File: config.mk
export PLATFORM = sky130hd
export DESIGN_NAME = stream_demux_flat
export DESIGN_NICKNAME = d
export VERILOG_FILES = /design/src/rtl/stream_demux_pkg.sv /design/src/rtl/stream_demux_if.sv /design/src/rtl/demux_fifo2.sv /design/src/rtl/stream_demux.sv /design/src/flat_wrapper.sv
export SDC_FILE = /design/constraint.sdc
export NUM_CORES = 1
export LEC_CHECK = 0
export CAP_MARGIN = 40
export CORE_ASPECT_RATIO = 0.9
export CORE_MARGIN = 5
export CORE_UTILIZATION = 53
export CTS_CLUSTER_DIAMETER = 100
export DETAILED_ROUTE_END_ITERATION = 10
export PLACE_DENSITY = 0.78
export REMOVE_ABC_BUFFERS = 1
export SLEW_MARGIN = 20
export SYNTH_ARGS = -nofsm -noshare
export SYNTH_HDL_FRONTEND = slang
export SYNTH_SLANG_ARGS = --single-unit
export TNS_END_PERCENT = 30
File: constraint.sdc
create_clock -name clk -period 3.1 [get_ports clk]
set_input_delay 0.62 -clock clk [delete_from_list [all_inputs] [get_ports clk]]
set_output_delay 0.62 -clock clk [all_outputs]
set_load 0.02 [all_outputs]
File: src/rtl/stream_demux_pkg.sv
// Shared constants and types for the stream demultiplexer.
//   DefaultN / DefaultW : default channel count and payload width
//   chan_idx_t          : channel index for the default channel count
//   cnt_t               : per-channel FIFO occupancy (0..2)
package stream_demux_pkg;

  localparam int unsigned DefaultN = 4;
  localparam int unsigned DefaultW = 8;

  typedef logic [$clog2(DefaultN)-1:0] chan_idx_t;
  typedef logic [1:0]                  cnt_t;

  localparam cnt_t FifoDepth = 2'd2;

endpackage

File: src/rtl/stream_demux_if.sv
// Handshake bundle of the stream demultiplexer.
//   in_valid/in_ready/in_data : input beat handshake and payload
//   in_sel                    : manual destination channel
//   auto                      : use the round-robin pointer instead of in_sel
//   out_valid/out_ready       : per-channel output handshake
//   out_data                  : per-channel payload (FIFO head)
//   err                       : one-cycle pulse after a beat to a missing channel is dropped
// master = beat producer / channel consumers; slave = the demux itself.
interface stream_demux_if
  import stream_demux_pkg::*;
#(
  parameter int unsigned N = DefaultN,
  parameter int unsigned W = DefaultW
);

  localparam int unsigned SelW = $clog2(N);

  logic            in_valid;
  logic            in_ready;
  logic [W-1:0]    in_data;
  logic [SelW-1:0] in_sel;
  logic            auto;
  logic [N-1:0]    out_valid;
  logic [N-1:0]    out_ready;
  logic [W-1:0]    out_data [N];
  logic            err;

  modport master (
    output in_valid, in_data, in_sel, auto, out_ready,
    input  in_ready, out_valid, out_data, err
  );

  modport slave (
    input  in_valid, in_data, in_sel, auto, out_ready,
    output in_ready, out_valid, out_data, err
  );

endinterface

File: src/rtl/demux_fifo2.sv
// Two-entry FIFO used as the per-channel output buffer.
//   clk_i, rst_i : clock, synchronous active-high reset (storage itself is not reset)
//   push_i       : write wdata_i (ignored when full)
//   pop_i        : drop the head entry (ignored when empty)
//   full_o       : two entries held
//   empty_o      : no entry held
//   head_o       : oldest entry, stable until popped
module demux_fifo2
  import stream_demux_pkg::*;
#(
  parameter int unsigned W = DefaultW
) (
  input  logic         clk_i,
  input  logic         rst_i,
  input  logic         push_i,
  input  logic         pop_i,
  input  logic [W-1:0] wdata_i,
  output logic         full_o,
  output logic         empty_o,
  output logic [W-1:0] head_o
);

  logic [W-1:0] mem_q [2];
  logic         wr_ptr_q;
  logic         rd_ptr_q;
  cnt_t         cnt_q;
  cnt_t         cnt_d;
  logic         do_push;
  logic         do_pop;

  assign full_o  = (cnt_q == FifoDepth);
  assign empty_o = (cnt_q == '0);
  assign do_pop  = pop_i && !empty_o;
  assign do_push = push_i && !full_o;
  assign head_o  = mem_q[rd_ptr_q];

  // Simultaneous push and pop leaves the count unchanged.
  always_comb begin
    cnt_d = cnt_q;
    unique case ({do_push, do_pop})
      2'b10:   cnt_d = cnt_q + 2'd1;
      2'b01:   cnt_d = cnt_q - 2'd1;
      default: cnt_d = cnt_q;
    endcase
  end

  always_ff @(posedge clk_i) begin
    if (rst_i) begin
      cnt_q    <= '0;
      wr_ptr_q <= 1'b0;
      rd_ptr_q <= 1'b0;
    end else begin
      cnt_q <= cnt_d;
      if (do_push) wr_ptr_q <= ~wr_ptr_q;
      if (do_pop)  rd_ptr_q <= ~rd_ptr_q;
    end
  end

  always_ff @(posedge clk_i) begin
    if (do_push) mem_q[wr_ptr_q] <= wdata_i;
  end

endmodule

File: src/rtl/stream_demux.sv
// One-to-N stream demultiplexer with a 2-entry buffer per channel.
//   clk  : clock, rising edge
//   rst  : synchronous active-high reset
//   bus  : stream_demux_if slave port (input beat, per-channel outputs, err)
// The destination is in_sel, or the internal round-robin pointer when auto = 1.
// A manual destination >= N is accepted and dropped, pulsing err the next cycle.
module stream_demux
  import stream_demux_pkg::*;
#(
  parameter int unsigned N = DefaultN,
  parameter int unsigned W = DefaultW
) (
  input  logic           clk,
  input  logic           rst,
  stream_demux_if.slave  bus
);

  localparam int unsigned SelW = $clog2(N);

  logic [SelW-1:0] target;
  logic [SelW-1:0] rr_q;
  logic [SelW-1:0] rr_d;
  logic            tgt_valid;
  logic            tgt_full;
  logic            accept;
  logic            err_q;
  logic [N-1:0]    push;
  logic [N-1:0]    pop;
  logic [N-1:0]    full;
  logic [N-1:0]    empty;
  logic [W-1:0]    head [N];

  assign target    = bus.auto ? rr_q : bus.in_sel;
  assign tgt_valid = (32'(target) < N);

  // full[] is registered inside the FIFOs, so in_ready never sees out_ready.
  always_comb begin
    tgt_full = 1'b0;
    for (int unsigned i = 0; i < N; i++) begin
      if (target == SelW'(i)) tgt_full = full[i];
    end
  end

  assign bus.in_ready = !tgt_valid || !tgt_full;
  assign accept       = bus.in_valid && bus.in_ready;

  always_comb begin
    rr_d = rr_q;
    if (accept && bus.auto) begin
      rr_d = (rr_q == SelW'(N - 1)) ? '0 : rr_q + 1'b1;
    end
  end

  always_ff @(posedge clk) begin
    if (rst) begin
      rr_q  <= '0;
      err_q <= 1'b0;
    end else begin
      rr_q  <= rr_d;
      err_q <= accept && !tgt_valid;
    end
  end

  assign bus.err = err_q;

  for (genvar i = 0; i < N; i++) begin : g_ch
    assign push[i] = accept && tgt_valid && (target == SelW'(i));
    assign pop[i]  = !empty[i] && bus.out_ready[i];

    demux_fifo2 #(
      .W (W)
    ) u_fifo (
      .clk_i   (clk),
      .rst_i   (rst),
      .push_i  (push[i]),
      .pop_i   (pop[i]),
      .wdata_i (bus.in_data),
      .full_o  (full[i]),
      .empty_o (empty[i]),
      .head_o  (head[i])
    );
  end

  assign bus.out_valid = ~empty;
  assign bus.out_data  = head;

endmodule

File: src/flat_wrapper.sv
// flat-port wrapper written by rule: the top's interface ports become plain ports
module stream_demux_flat import stream_demux_pkg::*;
#(
  parameter int unsigned N = DefaultN,
  parameter int unsigned W = DefaultW
)
  (clk, rst, bus_in_valid, bus_in_data, bus_in_sel, bus_auto, bus_out_ready, bus_in_ready, bus_out_valid, bus_out_data, bus_err);
  stream_demux_if #(.N(N), .W(W)) bus_i ();
  input  logic clk;
  input  logic rst;
  input wire logic [$bits(bus_i.in_valid)-1:0] bus_in_valid;
  input wire logic [$bits(bus_i.in_data)-1:0] bus_in_data;
  input wire logic [$bits(bus_i.in_sel)-1:0] bus_in_sel;
  input wire logic [$bits(bus_i.auto)-1:0] bus_auto;
  input wire logic [$bits(bus_i.out_ready)-1:0] bus_out_ready;
  output wire logic [$bits(bus_i.in_ready)-1:0] bus_in_ready;
  output wire logic [$bits(bus_i.out_valid)-1:0] bus_out_valid;
  output wire logic [$bits(bus_i.out_data)-1:0] bus_out_data;
  output wire logic [$bits(bus_i.err)-1:0] bus_err;
  assign bus_i.in_valid = bus_in_valid;
  assign bus_i.in_data = bus_in_data;
  assign bus_i.in_sel = bus_in_sel;
  assign bus_i.auto = bus_auto;
  assign bus_i.out_ready = bus_out_ready;
  assign bus_in_ready = bus_i.in_ready;
  assign bus_out_valid = bus_i.out_valid;
  assign bus_out_data = {>>{bus_i.out_data}};
  assign bus_err = bus_i.err;
  stream_demux #(.N(N), .W(W)) u_core (.clk(clk), .rst(rst), .bus(bus_i));
endmodule
==> impl_metrics.py <==
metrics = {
    "logic_synthesis": {
        "synthMuxAreaShare_pct": 13.09,
        "synth_xor_area_share_pct": 4.326,
        "synth_compound_area_share_pct": 1.320,
        "synthesis.area_sq_mm": 0.003413,
        "synth.largest_area_cell": "edfxtp_1",
        "synthSimpleGateAreaFrac_pct": 8.651,
        "ys.flop_type": "edfxtp_1",
        "postSynthCellCount": 224,
        "synth_area_per_cell_sq_um": 15.24,
        "synth_cell_type_count": 32,
        "ys_ff_latch": 86,
        "seq_area_frac_synth_pct": 69.21,
        "post_synth_fa_ha_maj_area_fraction_pct": 1.833,
        "synth_area_leaders": "edfxtp_1, dfxtp_1, mux2_2",
        "synth_edf_count": 64,
        "yosysWarnings": 0,
        "synth_async_sr_flop_share_pct": 0,
        "yosysTopAreaCellShare_pct": 56.30,
        "synth_top_family_by_area": "multiplexers",
    },
    "sta": {
        "finalClockSkew_ns": 0.007619,
        "period_share_pct": 90.34,
        "slew-limit-headroom_pct": 60.16,
        "slew_violations": 0,
        "setup_viol": 0,
        "worst_pin_slew_ns": 0.5957,
        "fin_crit_ns": 2.801,
        "fmax_ghz": 0.3571,
        "setup_ws_ns": 0.2994,
        "grt_setup_unrepaired": "false",
        "fin_setup_tns_ns": 0,
        "hold_violations": 0,
    },
    "pwr": {
        "p_comb_share_pct": 22.3,
        "p_leak_nw": 1.522,
        "powerDensity_mw_per_mm2": 670.2,
        "clkPwrFrac_pct": 29.8,
        "switching_share_pct": 26.72,
        "peakVddDrop_uv": 511.6,
        "p_sw_w": 0.0007797,
        "power_frac_seq_pct": 47.9,
        "p_int_w": 0.002138,
    },
    "critical_path": {
        "end_kind": "output pin",
        "cp_slowest_stage_delay_ns": 0.62,
        "r2r_slack_ns": 0.84,
        "crit_top_cell": "clkdlybuf4s50_1",
        "r2r_end": "u_core.g_ch[1].u_fifo.cnt_q[1]$_SDFFE_PP0P_",
        "cp-start-kind": "input pin",
        "r2r-start": "u_core.rr_q[0]$_SDFFE_PP0P_",
        "rr_worst_depth": 6,
        "cp_data_required_time_ns": 2.48,
        "cp_top_family": "buffers and inverters",
        "cp_num_buf_inv": 2,
        "crit_fanout": 5,
        "crit_slowest_cell": "clkdlybuf4s50_1",
        "path_cells": "clkdlybuf4s50_1 > mux2i_4 > o21ai_0 > mux2i_1 > clkdlybuf4s50_1",
        "arrival_ns": 2.18,
        "worstSetupPathType": "input pin to output pin",
    },
    "detailed_routing": {
        "vias": 1928,
        "dr.pass1.iters": 4,
        "drt_iter0_drc": 74,
        "wl_per_cell_um": 14.58,
        "drc": 0,
        "ant_nets": 0,
        "routed_wl_um": 5600,
        "viasPerCell": 5.021,
    },
    "placed_design": {
        "place_area_sq_mm": 0.004110,
        "gp_congestion": 0.7671,
        "numPortBuffers": 54,
        "dpl.hpwl_um": 3988,
        "place_ws_ns": -0.001743,
    },
    "finish": {
        "area_delta_synth_final_pct": 27.57,
        "fin_area_sq_mm": 0.004354,
        "mostFrequentLayoutCells": "edfxtp_1, clkdlybuf4s50_1, mux2_2, nor2_1, dfxtp_1",
        "layout_commonest_cell": "edfxtp_1",
        "num_antenna_cells": 0,
        "nets": 315,
        "post-route-util_pct": 70.43,
        "drive_above_1_share_pct": 23.23,
    },
    "global_routing": {
        "grt_remaining_overflow": 0,
        "grt_max_degree": 18,
        "grtUsageTotal_pct": 14.64,
        "grt_pass1_vias": 1824,
        "grt_antenna_before_repair": 0,
        "grt_pass1_wl_um": 9011,
    },
    "floorplan": {
        "core_area_sq_mm": 0.006182,
        "die_w_um": 94.59,
        "initial_core_util_pct": 55.21,
        "die_area_sq_mm": 0.008147,
        "num_rows": 27,
        "die_y_um": 86.13,
        "io_pins": 56,
    },
    "cts": {
        "ctsLongestPathBuffers": 2,
        "cts_tree": "done",
        "post_cts_buffers": 0,
        "cts-root-buf": "clkbuf_8",
        "cts_buffers": 9,
        "clkLatencyLatePin_ns": 0.35,
        "ctsHoldBuffers": 0,
        "cts_sinks": 86,
        "clk_pin_slew_ns": 0.08,
        "htreeDepth": 3,
    },
    "outcome": {
        "status": "complete, no violations",
    },
    "worst_hold_path": {
        "hold_class": "flip-flop to flip-flop",
        "holdPathStages": 2,
        "worst_hold_path.endpoint": "u_core.g_ch[2].u_fifo.cnt_q[1]$_SDFFE_PP0P_",
        "hold_start": "u_core.g_ch[2].u_fifo.cnt_q[1]$_SDFFE_PP0P_",
    },
    "job": {
        "maxCapViolCount": 0,
    },
}
registers in the layout, summed over array words and instances, names as in the netlist, named ones only:
name                         cells
u_core.g_ch.u_fifo.rd_ptr_q      4
u_core.g_ch.u_fifo.mem_q        64
u_core.g_ch.u_fifo.cnt_q         8
u_core.g_ch.u_fifo.wr_ptr_q      4
u_core.rr_q                      2
worst reg2reg max path, cell delays in order (launching register included):
cell	delay [ns]
dfxtp_1	0.46
mux2i_1	0.16
buf_4	0.17
or4b_1	0.57
ha_1	0.36
or3_1	0.35
a21oi_1	0.13
repair_timing:
action / CTS / global route
setup endpoints to repair: 1 / 1
hold endpoints to repair: 0 / 0
gates cloned: 0 / 0
resized for setup: 1 / 2
worst max-delay path by stage:
stage,from,endpoint,slack (ns),cells past startpoint
final,bus_in_sel[1],bus_in_ready,0.30,5
after global routing,bus_in_sel[1],bus_in_ready,0.22,5
after CTS,bus_auto,bus_in_ready,0.05,5
after detailed placement,bus_auto,bus_in_ready,-0.002,5
after global placement,bus_auto,bus_in_ready,0.04,5
after floorplan,bus_auto,u_core.g_ch[1].u_fifo.cnt_q[1]$_SDFFE_PP0P_,0.69,5
cells by family after synthesis:
| kind of cell | after synthesis |
|---|---|
| buf+inv | 12 |
| compound gates | 9 |
| mux | 40 |
| xor+xnor | 16 |
| flops | 86 |
| other cells | 1 |
| simple gates | 55 |
| fa+ha+maj | 5 |
synth_stat cells (2+ instances only):
master,n
or3_1,4
ha_1,5
xnor2_1,11
mux2i_1,6
nor2_1,24
dfxtp_1,22
nand2_1,2
inv_1,4
o21ai_0,5
a21oi_1,4
xor2_1,4
or2_2,4
and2_1,4
edfxtp_1,64
nand4_1,2
mux2_2,33
nand2b_1,5
clkbuf_1,6
nor2b_1,2
metrics by stage:
stage	hold WS (ns)	instances	total power [W]
after global placement	0.4769	368	0.002063
after CTS	0.5061	384	0.002948
after detailed placement	0.4943	368	0.002077
final	0.5017	384	0.002918
after global routing	0.5175	384	0.003059
after floorplan	0.4558	216	0.001803
layout make-up:
| cell class | instances | area (sq um) |
|---|---|---|
| Timing Repair Buffer | 65 | 625.6 |
| Clock buffer | 9 | 123.9 |
| Clock inverter | 7 | 105.1 |
| Sequential cell | 86 | 2362 |
| Fill cell | 433 | 1828 |
| Tap cell | 87 | 108.9 |
| Inverter | 4 | 15.01 |
| Multi-Input combinational cell | 126 | 1013 |
per-layer routing:
layer	vias up	part of all wire (%)	routed length [um]	global-route usage, %
li1	945	-	-	-
met1	922	44	2465	18.91
met2	53	48	2713	23.26
met3	8	6.5	362	5.088
met4	0	1.1	59	4.718
met5	-	0	0	0
power by group through the flow:
stage	Combinational (W)	Clock [W]	Sequential [W]
4_1_cts	0.000659	0.000891	0.00140
3_3_place_gp	0.000642	0	0.00142
5_1_grt	0.000701	0.000947	0.00141
6_report	0.000651	0.000868	0.00140
3_5_place_dp	0.000653	0	0.00142
2_1_floorplan	0.000399	0	0.00140
(Power assumes the default switching activity.)
